===== src/rtl/pipe_pkg.sv =====
// pipe_pkg -- shared definitions for the pipe_* front-end blocks.
//
// Contents:
//   PIPE_W      default word width of the pipeline
//   POS_MAX_W   widest word pos_reduce() can evaluate
//   pos_reduce  AND over k of (word[2k] | word[2k+1]) for the low `width` bits
package pipe_pkg;

    localparam int PIPE_W    = 8;
    localparam int POS_MAX_W = 64;

    // Product-of-sums over adjacent bit pairs. Bits at or above `width` are
    // ignored so a narrower word can be passed zero-extended.
    function automatic logic pos_reduce(input logic [POS_MAX_W-1:0] word,
                                        input int                   width);
        logic r;
        r = 1'b1;
        for (int k = 0; k < POS_MAX_W / 2; k++) begin
            if (k < width / 2) begin
                r = r & (word[2*k] | word[2*k+1]);
            end
        end
        return r;
    endfunction

endpackage


===== src/rtl/pipe_deser.sv =====
// pipe_deser -- serial-to-parallel front end (LSB first).
//
// Collects a 1-bit stream with per-bit valid and a start-of-frame marker and
// presents each completed WIDTH-bit word on a valid/ready port. Flags framing
// errors (SOF arriving mid-word) and overruns (word completes while the
// previous one is still unconsumed). Both flags are sticky until i_clr_err;
// a set event in the same cycle as i_clr_err wins.
//
// Optional feature (macro PIPE_DESER_POS_EN): adds o_pos, the pair-OR/AND
// reduction of the output word, loaded alongside o_data.
//
// Ports:
//   i_clk       clock, all logic on posedge
//   i_rst       synchronous reset, active-high
//   i_bit       serial data bit
//   i_valid     i_bit valid this cycle
//   i_sof       with i_valid: this bit is bit 0 of a new word
//   o_data      assembled word, bit 0 = first received bit
//   o_valid     o_data holds an unconsumed word
//   i_ready     downstream accepts o_data when o_valid && i_ready
//   o_ovf       sticky overrun flag
//   o_sync_err  sticky framing-error flag
//   i_clr_err   clears both sticky flags
//   o_pos       (PIPE_DESER_POS_EN only) pos_reduce of o_data
module pipe_deser
    import pipe_pkg::*;
#(
    parameter int WIDTH = PIPE_W
) (
    input  logic             i_clk,
    input  logic             i_rst,
    input  logic             i_bit,
    input  logic             i_valid,
    input  logic             i_sof,
    output logic [WIDTH-1:0] o_data,
    output logic             o_valid,
    input  logic             i_ready,
    output logic             o_ovf,
    output logic             o_sync_err,
`ifdef PIPE_DESER_POS_EN
    output logic             o_pos,
`endif
    input  logic             i_clr_err
);

    localparam int CW = $clog2(WIDTH);

    logic [CW-1:0]    cnt;
    // Only WIDTH-1 bits are stored: the final bit goes straight to o_data.
    logic [WIDTH-2:0] shreg;

    logic             last_bit;
    logic             complete;
    logic             can_load;
    logic             sync_set;
    logic             ovf_set;
    logic [WIDTH-1:0] word;

    always_comb begin
        last_bit = (cnt == CW'(WIDTH - 1));
        // SOF always restarts at bit 0, so it can never complete a word.
        complete = i_valid && !i_sof && last_bit;
        can_load = !o_valid || i_ready;
        sync_set = i_valid && i_sof && (cnt != '0);
        ovf_set  = complete && !can_load;
        word     = {i_bit, shreg};
    end

`ifdef PIPE_DESER_POS_EN
    logic [POS_MAX_W-1:0] word_wide;
    logic                 word_pos;

    always_comb begin
        word_wide              = '0;
        word_wide[WIDTH-1:0]   = word;
        word_pos               = pos_reduce(word_wide, WIDTH);
    end
`endif

    always_ff @(posedge i_clk) begin
        if (i_rst) begin
            cnt        <= '0;
            shreg      <= '0;
            o_data     <= '0;
            o_valid    <= 1'b0;
            o_ovf      <= 1'b0;
            o_sync_err <= 1'b0;
`ifdef PIPE_DESER_POS_EN
            o_pos      <= 1'b0;
`endif
        end else begin
            if (o_valid && i_ready) begin
                o_valid <= 1'b0;
            end

            if (i_valid) begin
                if (i_sof) begin
                    shreg    <= '0;
                    shreg[0] <= i_bit;
                    cnt      <= CW'(1);
                end else if (last_bit) begin
                    cnt <= '0;
                    if (can_load) begin
                        o_data  <= word;
                        o_valid <= 1'b1;
`ifdef PIPE_DESER_POS_EN
                        o_pos   <= word_pos;
`endif
                    end
                end else begin
                    shreg[cnt] <= i_bit;
                    cnt        <= cnt + CW'(1);
                end
            end

            o_ovf      <= ovf_set  | (o_ovf      & ~i_clr_err);
            o_sync_err <= sync_set | (o_sync_err & ~i_clr_err);
        end
    end

endmodule

===== config.mk =====
export PLATFORM = sky130hd
export DESIGN_NAME = pipe_deser
export DESIGN_NICKNAME = d
export VERILOG_FILES = /design/src/rtl/pipe_pkg.sv /design/src/rtl/pipe_deser.sv
export SDC_FILE = /design/constraint.sdc
export NUM_CORES = 1
export LEC_CHECK = 0
export CORE_AREA = 2 2 48 50
export CTS_CLUSTER_DIAMETER = 80
export DETAILED_ROUTE_END_ITERATION = 12
export DIE_AREA = 0 0 50 52
export GPL_TIMING_DRIVEN = 0
export MAX_ROUTING_LAYER = met4
export PLACE_DENSITY_LB_ADDON = 0.08
export SLEW_MARGIN = 20
export SYNTH_ARGS = -nofsm -noshare
export SYNTH_HDL_FRONTEND = slang
export SYNTH_SLANG_ARGS = --single-unit

===== constraint.sdc =====
create_clock -name i_clk -period 1.9 [get_ports i_clk]
set_input_delay 0.38 -clock i_clk [delete_from_list [all_inputs] [get_ports i_clk]]
set_output_delay 0.38 -clock i_clk [all_outputs]
set_load 0.01 [all_outputs]

==> results by group <==
Synthesis
  • Most common flop cell mapped by yosys: dfxtp_1
  • Top area cells in the synthesized netlist: dfxtp_1 (42%), nand2_1 (7.9%), mux2i_1 (7.0%)
  • Sequential element share of the synthesized area: between 40% and 50%
  • Cells after synthesis: roughly 110
  • Post-synth EDFFs: 0
  • Netlist cell types: 30
  • Synth area leader: dfxtp_1
  • Synth Net Count: between 100 and 150
  • Syn_area_per_cell: just over 9 um^2
  • Warning count from the yosys run: 0
  • Synth top area share: between 40% and 50%
  • Async set-or-reset flop fraction in the synthesized netlist: 0%
  • #FFs+latches synth: 21
  • Synthesized cell area: approximately 1000 um^2
  • Post-synth top cells: dfxtp_1 (21), nand2_1 (21), nor2b_1 (8)

CTS
  • Cells resized by post-CTS repair: 0
  • CTS max path bufs: 2
  • Root cell of the clock tree: clkbuf_4
  • CTS Buf Count: 3
  • H-tree depth: 1
  • Post-CTS Repair Setup Buffers: 0
  • CTS tree: done
  • Hold Buf Count CTS: 0
  • Clk sinks: 21
  • Clock transition at path regs: around 0.12 ns
  • Clock Latency Late Sink: ~0.3 ns

Timing
  • Final min period: around 1.7 ns
  • Slew @ Worst Pin: roughly 0.57 ns
  • Final period util: roughly 90%
  • Fin. max-slew vios: 0
  • Final hold slack: approximately 0.46 ns
  • Final hold vios: 0
  • Fin Setup TNS: 0 ns
  • Max Clk Rate: between 0.5 and 0.6 GHz
  • Final setup viols: 0
  • Unrepaired setup endpoints after global routing: no
  • Slew HR: 61.96%
  • Layout Skew: roughly 0.0030 ns

Final layout
  • Layout cell share with drive strength beyond 1: a little under an eighth
  • P&R area growth vs syn: 23.87%
  • Diodes inserted: 0
  • Nets@finish: 140

Setup path
  • CP Cell Sequence: ha_1, ha_2, nand3b_1, nor2b_1, buf_4, mux2_2
  • Worst-path fanout max: 8
  • Slowest CP cell: dfxtp_2
  • Critical path's top delay family: flip-flops
  • CP endpoint kind: flip-flop
  • Crit Path Class: reg -> reg
  • WP data arrival: approximately 1.9 ns
  • Largest stage delay, worst path: roughly 0.42 ns
  • CP startpoint kind: flip-flop
  • Required time at the worst-slack endpoint: roughly 2.1 ns
  • CP bufs+invs: 1

Route
  • DR DRC count: 0
  • Vias per cell: 5.229
  • Via Count: roughly 800
  • WL per Instance: between 10 and 15 um
  • Final wirelength: between 1500 and 2000 um
  • DRT Pass-1 Iters: 4
  • First DRT Iteration DRCs: 12
  • Final antenna-violating net count: 0

Placement
  • I/O Buffers: 17
  • Hpwl dp: about 1400 um
  • Routability Congestion: just under 0.9

Power and ir drop
  • Psw: 182.3 uW
  • Sw frac: 24.37%
  • Power Dens Cells: 606.4 nW/um^2
  • Lkg Pwr: 0.0004347 uW
  • Peak supply drop: about 0.35 mV
  • Total power: ~750 uW
  • Flop pwr share: 60.4%
  • Combinational fraction of design power: between 10% and 20%
  • Internal power: about 570 uW
  • Clk pwr share: about 28%

Floorplanning
  • Ports: 18
  • Core Region: about 2100 um^2
  • Row count: 17
  • Die Span Y: ~52 um
  • Initial Utilization: about 47%
  • Die width: around 50 um
  • Die area: roughly 2600 um^2

Global route
  • Vias in the first global route: 770
  • GRT Total Usage: between 15 and 20%
  • Largest net degree at the start of global routing: 13
  • Gr ovfl total: 0
  • First-pass GRT wire length: about 3400 um
  • Initial antenna violation count: 0

Run status
  • Outcome: complete, no violations

Run
  • Max_cap viols: 0

Worst hold path
  • Worst min path class: reg -> reg
## per-layer routing
metal  share of wire (%)  track usage, %
met2                  46           27.41
met3                 4.2           2.874
met4                 1.5           6.944
met5                   0               -
met1                  48           21.75
## worst paths after layout
kind,startpoint,to,depth (start not counted),slack [ns]
worst max-delay path,cnt[1],o_data[2],6,0.19
worst min-delay path,o_data[0],o_data[0],2,0.46
worst max register to register,cnt[1],o_data[2],6,0.19
worst min register to register,o_data[0],o_data[0],2,0.46
## state kept, by name, summed over array words and instances, names as in the netlist
signal      flops
shreg           7
o_data          8
o_ovf           1
cnt             3
o_valid         1
o_sync_err      1
## through the flow
step / utilization (%) / setup WS, ns / cell area (um^2) / std cells
finish: 58.59 / 0.1929 / 1234 / 157
global route: 58.59 / 0.04746 / 1234 / 157
CTS: 58.35 / 0.03107 / 1229 / 157
detailed placement: 57.04 / -0.05804 / 1201 / 153
global placement: 57.04 / -0.04851 / 1201 / 153
floorplan: - / 0.2368 / 996.0 / 108
## power by group through the flow
stage | registers, uW | clock network (uW) | logic, uW
floorplan | 461 | 0 | 52.7
global placement | 461 | 0 | 80.9
detailed placement | 462 | 0 | 83.2
CTS | 452 | 221 | 83.6
global route | 453 | 239 | 92.4
finish | 452 | 214 | 82.8
## logic make-up (layout without fill, tap and decap cells)
group	Yosys count	count (layout)	share of synthesized area [%]
and+or+nand+nor	50	50	25.88
AOI/OAI and AO/OA	17	17	14.32
buffers and inverters	9	30	5.652
DFF	21	21	42.21
adders and majority gates	3	3	3.769
muxes	8	8	8.166
## worst reg2reg max path, stage by stage (launching register included)
cell      delay [ns]
dfxtp_2         0.42
ha_1            0.17
ha_2            0.23
nand3b_1        0.14
nor2b_1         0.13
buf_4           0.19
mux2_2          0.34
## placed cells by master (no fill, tap or decap), types with 4 or more instances in the layout
| cell | netlist | routed |
|---|---|---|
| inv_1 | 4 | 4 |
| nand2_1 | 21 | 21 |
| nor2_1 | 7 | 7 |
| mux2i_1 | 7 | 7 |
| nor2b_1 | 8 | 8 |
| dfxtp_1 | 21 | 19 |
| clkdlybuf4s50_1 | 0 | 17 |
## cell type report
class / instances / area, um^2
sequential: 21 / 422.9
multi-input combinational: 78 / 521.8
tap: 28 / 35.03
buffer: 5 / 41.29
clock inverter: 1 / 5.005
fill: 180 / 872.1
clock buffer: 3 / 22.52
inverter: 4 / 15.01
timing repair buffer: 17 / 170.2
No activity file was read; power rests on OpenSTA's default activity.
